$ cat src/rtl/red_pitaya_sort_pulser.sv
// Sort-trigger to bipolar square-wave burst generator for the HV sorting amplifier DAC.
// Define SORT_PULSER_TIMESTAMP_EN to add a trigger timestamp (0x10C latched, 0x110 live).
module red_pitaya_sort_pulser #(
  parameter int DWD = 14,
  parameter int MEM = 32
) (
  input  logic           adc_clk_i,
  input  logic           adc_rst_i,
  input  logic           sort_trig_i,
  output logic [DWD-1:0] dac_o,
  output logic           busy_o,
  input  logic [31:0]    sys_addr,
  input  logic [31:0]    sys_wdata,
  input  logic [3:0]     sys_sel,
  input  logic           sys_wen,
  input  logic           sys_ren,
  output logic [31:0]    sys_rdata,
  output logic           sys_err,
  output logic           sys_ack
);

  localparam int AW = DWD - 1;

  typedef enum logic [1:0] {
    IDLE    = 2'd0,
    BURST   = 2'd1,
    HOLDOFF = 2'd2
  } state_t;

  state_t state_q, state_d;

  logic [AW-1:0]  amp_q;
  logic [MEM-1:0] half_q, hold_q;
  logic [15:0]    ncyc_q;
  logic           en_q, inv_q;
  logic           sort_trig_q, sw_trig_q;

  logic [MEM-1:0] half_s_q, half_s_d;
  logic [15:0]    ncyc_s_q, ncyc_s_d;
  logic [MEM-1:0] cnt_q, cnt_d;
  logic [16:0]    hc_q, hc_d;
  logic           phase_q, phase_d;
  logic [DWD-1:0] dac_q, dac_d;
  logic           busy_q;
  logic [MEM-1:0] bursts_q, bursts_d, dropped_q, dropped_d;
  logic [31:0]    rdata_q, rdata_d;
  logic           ack_q;

  logic [19:0]    addr;
  logic           ctrl_wr, en_eff, trig;
  logic [MEM-1:0] half_eff;
  logic [DWD-1:0] pos_lvl, neg_lvl;
  logic           boundary, burst_end;
  logic           unused_bits;

  assign addr        = sys_addr[19:0];
  assign unused_bits = ^{sys_sel, sys_addr[31:20]};
  assign ctrl_wr     = sys_wen && (addr == 20'h00010);
  // A control write clearing enable stops the FSM at the same edge it lands.
  assign en_eff      = ctrl_wr ? sys_wdata[0] : en_q;
  assign trig        = (sort_trig_i & ~sort_trig_q) | sw_trig_q;
  assign half_eff    = (half_s_q == '0) ? MEM'(1) : half_s_q;
  assign pos_lvl     = DWD'(amp_q);
  assign neg_lvl     = '0 - pos_lvl;
  assign boundary    = (cnt_q == half_eff - MEM'(1));
  // Gated mode stops only at a full period boundary (end of the second half).
  assign burst_end   = (ncyc_s_q != '0) ? ((hc_q + 17'd1) == {ncyc_s_q, 1'b0})
                                        : (phase_q && !sort_trig_i);

  always_ff @(posedge adc_clk_i or posedge adc_rst_i) begin
    if (adc_rst_i) begin
      amp_q       <= AW'(4096);
      half_q      <= MEM'(12500);
      ncyc_q      <= 16'd10;
      hold_q      <= MEM'(1250);
      en_q        <= 1'b1;
      inv_q       <= 1'b0;
      sort_trig_q <= 1'b0;
      sw_trig_q   <= 1'b0;
    end else begin
      sort_trig_q <= sort_trig_i;
      sw_trig_q   <= ctrl_wr && sys_wdata[1];
      if (sys_wen) begin
        case (addr)
          20'h00000: amp_q  <= sys_wdata[AW-1:0];
          20'h00004: half_q <= sys_wdata[MEM-1:0];
          20'h00008: ncyc_q <= sys_wdata[15:0];
          20'h0000C: hold_q <= sys_wdata[MEM-1:0];
          20'h00010: begin
            en_q  <= sys_wdata[0];
            inv_q <= sys_wdata[2];
          end
          default: ;
        endcase
      end
    end
  end

  always_comb begin
    state_d   = state_q;
    dac_d     = dac_q;
    cnt_d     = cnt_q;
    hc_d      = hc_q;
    phase_d   = phase_q;
    half_s_d  = half_s_q;
    ncyc_s_d  = ncyc_s_q;
    bursts_d  = bursts_q;
    dropped_d = dropped_q;
    unique case (state_q)
      IDLE: begin
        dac_d = '0;
        if (trig && en_eff) begin
          state_d  = BURST;
          cnt_d    = '0;
          hc_d     = '0;
          phase_d  = 1'b0;
          half_s_d = half_q;
          ncyc_s_d = ncyc_q;
          dac_d    = inv_q ? neg_lvl : pos_lvl;
        end
      end
      BURST: begin
        if (trig) dropped_d = dropped_q + MEM'(1);
        if (!en_eff) begin
          state_d = IDLE;
          dac_d   = '0;
        end else if (boundary) begin
          cnt_d = '0;
          if (burst_end) begin
            state_d  = HOLDOFF;
            dac_d    = '0;
            bursts_d = bursts_q + MEM'(1);
          end else begin
            hc_d     = hc_q + 17'd1;
            phase_d  = ~phase_q;
            half_s_d = half_q;
            ncyc_s_d = ncyc_q;
            dac_d    = (~phase_q ^ inv_q) ? neg_lvl : pos_lvl;
          end
        end else begin
          cnt_d = cnt_q + MEM'(1);
        end
      end
      HOLDOFF: begin
        dac_d = '0;
        if (trig) dropped_d = dropped_q + MEM'(1);
        if (!en_eff || (cnt_q + MEM'(1) >= hold_q)) begin
          state_d = IDLE;
          cnt_d   = '0;
        end else begin
          cnt_d = cnt_q + MEM'(1);
        end
      end
      default: begin
        state_d = IDLE;
        dac_d   = '0;
      end
    endcase
  end

  always_ff @(posedge adc_clk_i or posedge adc_rst_i) begin
    if (adc_rst_i) begin
      state_q   <= IDLE;
      busy_q    <= 1'b0;
      dac_q     <= '0;
      cnt_q     <= '0;
      hc_q      <= '0;
      phase_q   <= 1'b0;
      half_s_q  <= '0;
      ncyc_s_q  <= '0;
      bursts_q  <= '0;
      dropped_q <= '0;
    end else begin
      state_q   <= state_d;
      busy_q    <= (state_d != IDLE);
      dac_q     <= dac_d;
      cnt_q     <= cnt_d;
      hc_q      <= hc_d;
      phase_q   <= phase_d;
      half_s_q  <= half_s_d;
      ncyc_s_q  <= ncyc_s_d;
      bursts_q  <= bursts_d;
      dropped_q <= dropped_d;
    end
  end

`ifdef SORT_PULSER_TIMESTAMP_EN
  logic [31:0] ts_cnt_q, ts_lat_q;

  always_ff @(posedge adc_clk_i or posedge adc_rst_i) begin
    if (adc_rst_i) begin
      ts_cnt_q <= '0;
      ts_lat_q <= '0;
    end else begin
      ts_cnt_q <= ts_cnt_q + 32'd1;
      if ((state_q == IDLE) && trig && en_eff) ts_lat_q <= ts_cnt_q;
    end
  end
`endif

  always_comb begin
    rdata_d = '0;
    case (addr)
      20'h00000: rdata_d = 32'(amp_q);
      20'h00004: rdata_d = 32'(half_q);
      20'h00008: rdata_d = 32'(ncyc_q);
      20'h0000C: rdata_d = 32'(hold_q);
      20'h00010: rdata_d = {29'd0, inv_q, 1'b0, en_q};
      20'h00100: rdata_d = 32'(bursts_q);
      20'h00104: rdata_d = 32'(dropped_q);
      20'h00108: rdata_d = {30'd0, state_q};
`ifdef SORT_PULSER_TIMESTAMP_EN
      20'h0010C: rdata_d = ts_lat_q;
      20'h00110: rdata_d = ts_cnt_q;
`endif
      default:   rdata_d = '0;
    endcase
  end

  always_ff @(posedge adc_clk_i or posedge adc_rst_i) begin
    if (adc_rst_i) begin
      ack_q   <= 1'b0;
      rdata_q <= '0;
    end else begin
      ack_q <= sys_wen | sys_ren;
      if (sys_ren) rdata_q <= rdata_d;
    end
  end

  assign dac_o     = dac_q;
  assign busy_o    = busy_q;
  assign sys_rdata = rdata_q;
  assign sys_ack   = ack_q;
  assign sys_err   = 1'b0;

endmodule

$ cat config.mk
export PLATFORM = sky130hd
export DESIGN_NAME = red_pitaya_sort_pulser
export DESIGN_NICKNAME = d
export VERILOG_FILES = /design/src/rtl/red_pitaya_sort_pulser.sv
export SDC_FILE = /design/constraint.sdc
export NUM_CORES = 1
export LEC_CHECK = 0
export ABC_AREA = 1
export CORE_AREA = 2 2 357 218
export DETAILED_ROUTE_END_ITERATION = 10
export DIE_AREA = 0 0 359 220
export DONT_BUFFER_PORTS = 1
export GPL_TIMING_DRIVEN = 1
export PLACE_DENSITY_LB_ADDON = 0.12
export SYNTH_ARGS = -nofsm -noshare
export SYNTH_HDL_FRONTEND = slang
export SYNTH_SLANG_ARGS = --single-unit
$ cat constraint.sdc
create_clock -name adc_clk_i -period 27.9 [get_ports adc_clk_i]
set_input_delay 2.79 -clock adc_clk_i [delete_from_list [all_inputs] [get_ports adc_clk_i]]
set_output_delay 2.79 -clock adc_clk_i [all_outputs]
set_load 0.05 [all_outputs]
-- Word level (Yosys, flattened, before mapping)
Cells that the tools add are included.
- word-level logic and storage cells: 115
- input port bits: 73
- register bits: 309
- equal/unequal tests: 16
- bitwise operators: 6
- add/sub/neg operators: 6
- magnitude comparators: 1
- reductions and logical operators: 24
- muxes and demuxes: 42
- operators with widths (operator ; count):
    32-bit two-way mux ; 9
    32-bit case mux with 8 select lines ; 1
    32-bit by 1-bit adder with 32-bit output, second input constant ; 3
    32-bit case mux with 3 select lines ; 1
    14-bit two-way mux ; 6
    17-bit two-way mux ; 4
    16-bit two-way mux ; 4
    32-bit case mux with 2 select lines ; 1
    20-bit by 9-bit == test with 1-bit output, second input constant ; 3
    20-bit by 4-bit == test with 1-bit output, second input constant ; 2
    17-bit case mux with 2 select lines ; 1
    32-bit == test ; 1
    32-bit >= comparator ; 1
    32-bit zero test ; 1
    16-bit case mux with 2 select lines ; 1
    32-bit by 1-bit subtractor with 32-bit output, second input constant ; 1
    14-bit case mux with 2 select lines ; 1
    20-bit by 3-bit == test with 1-bit output, second input constant ; 1
    20-bit by 5-bit == test with 1-bit output, second input constant ; 1
    20-bit zero test ; 1
    17-bit by 1-bit adder with 17-bit output, second input constant ; 1
    17-bit == test ; 1
    16-bit nonzero test ; 1
    1-bit by 13-bit subtractor with 14-bit output, first input constant ; 1
    23 further kinds ; 47

-- Longest topological paths before layout
Gate-level depths: netlist (run 1).
- depth in word-level cells: 8
- gate-level depth with buffers: 26

-- Least setup slack after synthesis (run 1)
No wires, ideal clock.
- path type: in2reg
- start point: in sort_trig_i
- end point: reg dropped_q[31]
- data arrival time: 4.749 ns
- stages on the path: 16
- slack: 23.029 ns
- buffers on the path: 0
- cell sequence: inv_1 -> nor2_1 -> nor2_1 -> nor2_4 -> inv_1 -> nor4_2 -> nand3_1 -> inv_1 -> nand4_1 -> nor2_1 -> nand2_1 -> nor2_2 -> nand2_1 -> nor3_1 -> nand2_1 -> xor2_1
- word-level cells in the longest chain between the ends: 3
- ends and longest elaborated chain (element ; RTL line ; text):
    start: declaration ; 9 ; input logic sort_trig_i,
    1-bit bitwise AND ; 61 ; assign trig = (sort_trig_i & ~sort_trig_q) | sw_trig_q;
    1-bit bitwise OR ; 61 ;
    2-bit AND reduction (no source line) ; -- ;
    end signal: assignment ; 183 ; dropped_q <= dropped_d;
    end: declaration ; 45 ; logic [MEM-1:0] bursts_q, bursts_d, dropped_q, dropped_d;
Every way passes these cells.
A chain may end at the register's enable or synchronous reset.

-- Worst setup path in the final report (run 1)
- start point: in sys_addr[9]
- end point: reg ncyc_s_q[14]
- word-level cells in the longest chain between the ends: 6
- ends and longest elaborated chain (element ; RTL line ; text):
    start: declaration ; 12 ; input logic [31:0] sys_addr,
    20-bit by 5-bit == test with 1-bit output * ; 58 ; assign ctrl_wr = sys_wen && (addr == 20'h00010);
    1-bit logical AND * ; 58 ;
    1-bit two-way mux * ; 60 ; assign en_eff = ctrl_wr ? sys_wdata[0] : en_q;
    1-bit logical AND ; 112 ; if (trig && en_eff) begin
    2-bit != test (no source line) ; -- ;
    5-bit AND reduction (no source line) * ; -- ;
    end signal: assignment ; 181 ; ncyc_s_q <= ncyc_s_d;
    end: declaration ; 39 ; logic [15:0] ncyc_s_q, ncyc_s_d;
Mark *: on every way between the ends. The rest lies on a longest branch, timed or not.

==> results of run 1 <==
[routing by layer]
metal / track usage (%) / wire (um)
met1: 25.3 / 34200
met2: 22.9 / 25100
met3: 3.95 / 4370
met4: 2.86 / 847
met5: 0 / 0
[cell families after synthesis]
family | synth area share, %
xor gates and xnor gates | 7.11
buffers and inverters | 8.86
and+or+nand+nor | 26.0
muxes | 0.751
other | 0.0208
AOI/OAI and AO/OA | 11.2
DFF | 43.1
adders and majority gates | 2.92
[power groups by stage]
| stage | Sequential (uW) | Clock, uW | Combinational [uW] |
|---|---|---|---|
| 3_5_place_dp | 500 | 0 | 202 |
| 4_1_cts | 492 | 510 | 203 |
| 5_1_grt | 496 | 528 | 226 |
| 3_3_place_gp | 500 | 0 | 200 |
| 2_1_floorplan | 496 | 0 | 151 |
| 6_report | 492 | 492 | 201 |
[path summary, 6_finish.rpt]
path / endpoint / start / slack [ns]
worst max register to register: ncyc_s_q[14] / half_s_q[12] / 22.13
worst min register to register: dropped_q[14] / dropped_q[14] / 0.46
worst max-delay path: ncyc_s_q[14] / sys_addr[9] / 22.11
min in group asynchronous: dac_o[8] / adc_rst_i / 2.12
worst min-delay path: dropped_q[14] / dropped_q[14] / 0.46
max in group asynchronous: hold_q[24] / adc_rst_i / 24.26
[worst register-to-register path, delay by kind of cell (launching register included)]
family	cells	cell delay [ns]
adders and majority gates	1	0.30
and+or+nand+nor	18	3.87
DFF	1	0.48
xor gates and xnor gates	1	0.25
AOI/OAI and AO/OA	1	0.04
buffers and inverters	2	0.68
[cell type report]
class,instances,area [um2],share of cell area (%)
Multi-Input combinational cell,1642,8650,42.7
Sequential cell,309,7750,38.3
Tap cell,1012,1270,6.26
Inverter,332,1250,6.20
Clock buffer,53,1040,5.13
Timing Repair Buffer,17,140,0.693
Clock inverter,8,130,0.643
Antenna cell,1,2.50,0.0124
[cell usage in the layout, fill, tap and decap left out, types with 16 or more instances in the layout]
cell       instances
a21oi_1           21
o21ai_0          192
dfrtp_1          294
xor2_1           118
nand4_1           41
buf_4             16
nor4_1            19
clkbuf_16         38
nand2_1          608
o21ai_1           45
o22ai_1           47
nor2_1           179
ha_1              42
inv_1            325
nand3_1          126
nor3_1            53
xnor2_1           28
[sequential cells by signal, indices dropped and copies added, names as in the netlist, 2 cells and up]
name	flops
half_q	32
dropped_q	32
amp_q	13
dac_o	14
half_s_q	32
hold_q	32
sys_rdata	32
state_q	2
ncyc_s_q	16
hc_q	17
bursts_q	32
ncyc_q	16
cnt_q	32
[through the flow]
step	hold slack (ns)	setup WS (ns)	instances
finish	0.463	22.11	3374
global route	0.472	21.70	3373
CTS	0.468	22.10	3373
detailed placement	0.456	21.54	3312
global placement	0.454	21.61	3312
floorplan	0.442	16.59	2360
==> impl_metrics.ini, run 1 <==
[die]
die_w_um = 359
pin_count = 122
rows = 79
dieArea_um2 = 79000
initial_utilization_pct = 23.6
core_area_um2 = 76200
die_y_um = 220

[worst_setup_path]
path_cells = nor2_1 > nand2_1 > nor3_2 > and3_1 > nand2_1 > o21ai_2 > o21ai_1 > o21ai_0 > a21oi_2 > nand3_4 > buf_4 > nor2_1 > a21oi_2
slowest_stage = buf_4
critical_path.max_stage_delay_ns = 0.83
setup.worst_path.start_class = input port
required_ns = 28.37
endpoint_kind = flip-flop
critPathTopFamily = simple AND/OR/NAND/NOR gates
cp.arrival_ns = 6.26
crit_fanout = 82
r2r_cells = 23
worst-path-buf-inv = 1
crit_cells = 13
worst-setup-path-type = input port to flip-flop

[finish]
area_growth_pct = 12.5
design_area_um2 = 20200
drive_above_1_share_pct = 6.40
nFillCells = 8320
fin_nets = 2454
fin_util_pct = 26.5

[run]
maxCapViolCount = 0

[detailed_routing]
wl_per_cell_um = 19.1
num_vias = 15411
drc = 0
firstDrtPassIters = 5
drt_iter0_markers = 1311
viasPerCell = 4.57
ant_nets = 0
drt_wl_total_mm = 64.5

[timing]
tns_ns = 0
grt_setup_unrepaired = false
finClkSkew_ns = 0.0274
drv_slew = 0
finalCriticalPeriod_ns = 5.79
period_share_pct = 20.8
hold_viol_final = 0
maxSlewHeadroom_pct = 26.2
worst_slew_pin_slew_ns = 1.09
setup_viol = 0
clock.fmax_mhz = 173

[hold_path]
hold_depth = 1
hold_class = flip-flop to flip-flop

[power]
power_density_nw_per_um2 = 58.6
p_leak_uw = 0.00952
p_int_uw = 804
power.switching_uw = 381
power_switching_share_pct = 32.2
ir_drop_mv = 0.0483
power.clock.fraction_pct = 41.5
comb_power_share_pct = 16.9
pwr-share-seq_pct = 41.5
finalPower_uw = 1190

[clocking]
clock_sinks = 309
clockBufferDepth = 3
clk_pin_slew_worst_paths_ns = 0.06
cts_setup_buffers = 0
cts_resized = 0
cts-root-buf = clkbuf_16
cts-hold-fix-buffers = 0
cts_tree = built
cts_made_buffers = 37
clk_latency_ns = 0.56
htree_levels = 2

[logic_synthesis]
synth.most_common_cell = nand2_1
synth_cell_type_count = 57
yosys-top-cells-area = dfrtp_1, nand2_1, inv_1
yosys.area.top_type = dfrtp_1
synth_edf_count = 0
synth_top_area_share_pct = 40.9
netlist_instances = 2360
synth_commonest_cells = nand2_1, inv_1, dfrtp_1, o21ai_0, nor2_1
synthFlopType = dfrtp_1
ys_seq_area_share_pct = 43.1
synth.cell_area_um2 = 18000
async_reset_ff_share_pct = 100
yosysWarnings = 0
synth-seq-cells = 309
synth_area_per_cell_um2 = 7.62
synth_nets = 2475

[global_routing]
grt_pass1_vias = 14954
grt_pass1_wl_mm = 97.4
overflow = 0
antenna_found_initial = 5
grt_max_degree = 170
grt_use_total_pct = 16.4

[outcome]
status = complete, no violations

[placed_design]
dp_hpwl_mm = 48.5
portBuffers = 0
gp_congestion = 0.841
placed_cell_area_um2 = 19100
(Power assumes the default switching activity.)
==> run 2, diff against run 1 <==
Clock period 27.9 ns to 5.25 ns, I/O delays scaled along.
==> run 2 against run 1 <==
  * Sequential share of layout area is 0.54 points lower
  * Power rose to 5.5 times the previous value
  * Wire length up 1.4%
  * Non-clock buffer count rose by 14
  * Flip-flop and latch count is the same
  * First-iteration DRC count fell by 13%
  * Clock power rose to 5.8 times the previous value
  * Utilization up 0.38 points
  * Register-to-register slack worse by 22 ns
  * Critical path type is now flip-flop to flip-flop
  * Critical endpoint is now cnt_q[27]
  * Highest routed layer unchanged
==> impl_metrics.ini, run 2 (synthesis results as in run 1) <==
[global_routing]
grt_pass1_vias = 15062
overflow = 0
grt_max_degree = 127
antenna_found_initial = 0
grt_use_total_pct = 16.6
grt_pass1_wl_mm = 98.7

[worst_setup_path]
slowest_stage = dfrtp_1
required_ns = 5.70
setup.worst_path.start_class = flip-flop
path_common_cell = nand2_1
cp.arrival_ns = 5.15
critical_path.max_stage_delay_ns = 0.40
endpoint_kind = flip-flop
worst-setup-path-type = flip-flop to flip-flop
crit_fanout = 32

[clocking]
cts_tree = built
clock_sinks = 309
cts-hold-fix-buffers = 2
cts-root-buf = clkbuf_16
clk_pin_slew_worst_paths_ns = 0.06
clk_latency_ns = 0.58
cts_resized = 0
cts_setup_buffers = 0
cts_made_buffers = 39
htree_levels = 2
clockBufferDepth = 3

[timing]
grt_setup_unrepaired = false
maxSlewHeadroom_pct = 17.5
worst_slew_pin_slew_ns = 1.23
setup_slack_ns = 0.541
tns_ns = 0
whs_ns = 0.0668
finalCriticalPeriod_ns = 4.71
finClkSkew_ns = 0.0325
clock.fmax_mhz = 212
setup_viol = 0
period_share_pct = 89.7
hold_viol_final = 0
drv_slew = 0

[finish]
layout_commonest_cell = nand2_1
area_growth_pct = 14.1
final_cell_mix = nand2_1, inv_1, dfrtp_1
multi_input_area_um2 = 8650
fin_cells = 3394
fin_nets = 2470
drive_above_1_share_pct = 7.35
fin_util_pct = 26.9
seqCellArea_um2 = 7750
nFillCells = 8364

[placed_design]
dp_hpwl_mm = 49.9
portBuffers = 0
pre_cts_ws_ns = 0.594
gp_congestion = 0.857
dp_cells = 3324

[die]
core_area_um2 = 76200
rows = 79
initial_utilization_pct = 23.6
pin_count = 122
die_w_um = 359
die_y_um = 220
dieArea_um2 = 79000

[detailed_routing]
firstDrtPassIters = 6
ant_nets = 0
wl_per_cell_um = 19.3
viasPerCell = 4.57
drt_iter0_markers = 1146
drt_wl_total_mm = 65.4
num_vias = 15522
drc = 0

[power]
p_leak_uw = 0.00968
power_density_nw_per_um2 = 320
ir_drop_mv = 0.208

[hold_path]
hold_class = input port to flip-flop

[outcome]
status = complete, no violations

[run]
maxCapViolCount = 0
==> run 2: per-stage QoR <==
step	power [uW]	area (um2)
floorplan	3440	18000
global placement	3750	19200
detailed placement	3760	19200
CTS	6650	20500
global route	6890	20500
finish	6560	20500
==> run 2: final cells by class <==
class,instances,area share (%)
multi-input combinational,1642,42.1
sequential,309,37.8
tap,1012,6.17
inverter,332,6.09
clock buffer,53,5.40
timing repair buffer,31,1.46
clock inverter,14,0.939
antenna,1,0.0122
==> run 2: path summary, 6_finish.rpt <==
path | from | endpoint | slack (ns) | cells after the start
min in group asynchronous | adc_rst_i | dac_o[7] | 0.45 | 2
worst min register to register | dropped_q[14] | dropped_q[14] | 0.46 | 1
worst max-delay path | cnt_q[0] | cnt_q[27] | 0.54 | 26
max in group asynchronous | adc_rst_i | hold_q[22] | 3.71 | 3
worst min-delay path | sys_ren | sys_rdata[12] | 0.07 | 2
worst max register to register | cnt_q[0] | cnt_q[27] | 0.54 | 26
==> run 2: routing by layer <==
metal  share of wire (%)  up-vias  track usage (%)  routed length, um
li1                    -     7611                -                  -
met1                  54     7501             26.2              35600
met2                  38      343             22.6              24800
met3                 6.2       67             3.56               4040
met4                 1.5        0             3.29               1000
met5                   0        -                0                  0
==> run 2: worst max-delay path: cells and delay by family (launching register included) <==
kind                     cells  cell delay, ns
buffers and inverters        2            0.33
flip-flops                   1            0.40
AND/OR/NAND/NOR             21            3.14
adder cells (fa/ha/maj)      2            0.48
AO/OA/AOI/OAI                1            0.21
==> run 2: report_power, final <==
| part | internal, uW | switching [uW] |
|---|---|---|
| sequential | 2500 | 115 |
| combinational | 283 | 822 |
| clock | 1680 | 1160 |
| total | 4460 | 2100 |
==> run 3, diff against run 2 <==
Settings changed: HOLD_SLACK_MARGIN from default to 0.12.
==> run 3 against run 2 <==
  * First-iteration DRC count grew 6.7%
  * Wire length grew 0.39%
  * Largest cell class unchanged
  * Worst hold slack gained 0.091 ns
  * Die area is the same
  * Flip-flop and latch count is the same
  * Critical endpoint unchanged
  * Clock power is essentially flat
  * Largest power group unchanged
  * Combinational power is essentially flat
  * Critical path depth is the same
  * Power is essentially flat
  * Cell count grew 0.32%
  * Sequential power is essentially flat
  * Register-to-register slack is essentially flat
==> impl_metrics.ini, run 3 (synthesis results as in run 1) <==
[worst_setup_path]
crit_cells = 26
reg2reg_to = cnt_q[27]
path_common_cell = nand2_1
critical_path.max_stage_delay_ns = 0.40
endpoint_kind = flip-flop
worst-path-buf-inv = 2
rrSetupSlack_ns = 0.53
required_ns = 5.69
crit_fanout = 32
cp.arrival_ns = 5.17
r2r_cells = 26
critPathTopFamily = simple AND/OR/NAND/NOR gates
r2r-start = cnt_q[0]
slowest_stage = dfrtp_1
worst-setup-path-type = flip-flop to flip-flop
setup.worst_path.start_class = flip-flop

[finish]
final_cell_mix = nand2_1, inv_1, dfrtp_1
fin_cells = 3405
design_area_um2 = 20600
layout_commonest_cell = nand2_1
nFillCells = 8355
drive_above_1_share_pct = 7.32
fin_nets = 2481
area_growth_pct = 14.7

[placed_design]
placed_cell_area_um2 = 19200
dp_hpwl_mm = 49.9
gp_congestion = 0.857
portBuffers = 0
dp_cells = 3324

[hold_path]
hold_depth = 2
hold_path_end = hold_q[20]
hp-start = sys_wdata[20]
hold_class = input port to flip-flop

[detailed_routing]
viasPerCell = 4.56
wl_per_cell_um = 19.3
ant_nets = 0
num_vias = 15530
firstDrtPassIters = 5
drt_wl_total_mm = 65.7
drt_iter0_markers = 1223
drc = 0

[timing]
drv_slew = 0
hold_viol_final = 0
finClkSkew_ns = 0.0323
worst_slew_pin_slew_ns = 1.23
maxSlewHeadroom_pct = 17.6
period_share_pct = 89.9
setup_viol = 0
grt_setup_unrepaired = false
finalCriticalPeriod_ns = 4.72
clock.fmax_mhz = 212
tns_ns = 0

[global_routing]
grt_max_degree = 127
grt_pass1_wl_mm = 99.0
grt_pass1_vias = 15104
grt_use_total_pct = 16.7
antenna_found_initial = 0
overflow = 0

[clocking]
clockBufferDepth = 3
clock_sinks = 309
cts_resized = 0
clk_latency_ns = 0.58
clk_pin_slew_worst_paths_ns = 0.06
cts-root-buf = clkbuf_16
cts_tree = built
htree_levels = 2
cts_made_buffers = 39

[die]
initial_utilization_pct = 23.6
dieArea_um2 = 79000
die_w_um = 359
core_area_um2 = 76200
die_y_um = 220
rows = 79
pin_count = 122

[power]
ir_drop_mv = 0.208
p_leak_uw = 0.00972
power_density_nw_per_um2 = 318
finalPower_uw = 6560

[outcome]
status = complete, no violations

[run]
maxCapViolCount = 0
[run 3: cell types whose count changed in the layout (fill, tap and decap cells not counted), sizes merged]
cell,previous run,this run
dlygate4sd3,2,13
[run 3: how the worst max path moves through the flow]
| stage | slack, ns | startpoint | end |
|---|---|---|---|
| 4_1_cts | 0.54 | cnt_q[0] | cnt_q[27] |
| 3_5_place_dp | 0.59 | cnt_q[1] | cnt_q[27] |
| 6_report | 0.53 | cnt_q[0] | cnt_q[27] |
| 5_1_grt | 0.04 | cnt_q[1] | cnt_q[27] |
| 2_1_floorplan | 0.62 | adc_rst_i | amp_q[0] |
| 3_3_place_gp | 0.56 | cnt_q[1] | busy_o |
[run 3: area by class of cell]
| type | instances | area [um2] | area share (%) |
|---|---|---|---|
| well taps | 1012 | 1270 | 6.14 |
| clock buffers | 53 | 1110 | 5.37 |
| clock inverters | 14 | 193 | 0.934 |
| multi-input cells | 1642 | 8650 | 41.9 |
| repair buffers | 42 | 410 | 1.99 |
| diodes | 1 | 2.50 | 0.0121 |
| flip-flops and latches | 309 | 7750 | 37.6 |
| inverters | 332 | 1250 | 6.06 |
[run 3: what timing repair did]
action	CTS	global route
hold buffers	13	0
endpoints found under the hold margin	40	0
setup buffers	0	0
[run 3: metal layers]
metal	routed length (um)	GRT usage (%)	vias to the layer above
li1	-	-	7628
met1	35600	26.2	7488
met2	25000	22.8	351
met3	4070	3.71	63
met4	979	3.29	0
met5	0	0	-
[run 3: through the flow]
step	utilization (%)	hold WS [ns]	setup slack (ns)
after floorplan	-	0.442	0.624
after global placement	25.2	0.454	0.563
after detailed placement	25.2	0.450	0.594
after CTS	27.1	0.123	0.538
after global routing	27.1	0.136	0.0356
final	27.1	0.158	0.529
[run 3: where the power goes]
group / internal [uW] / switching [uW]
registers: 2500 / 115
logic: 288 / 825
clock network: 1680 / 1160
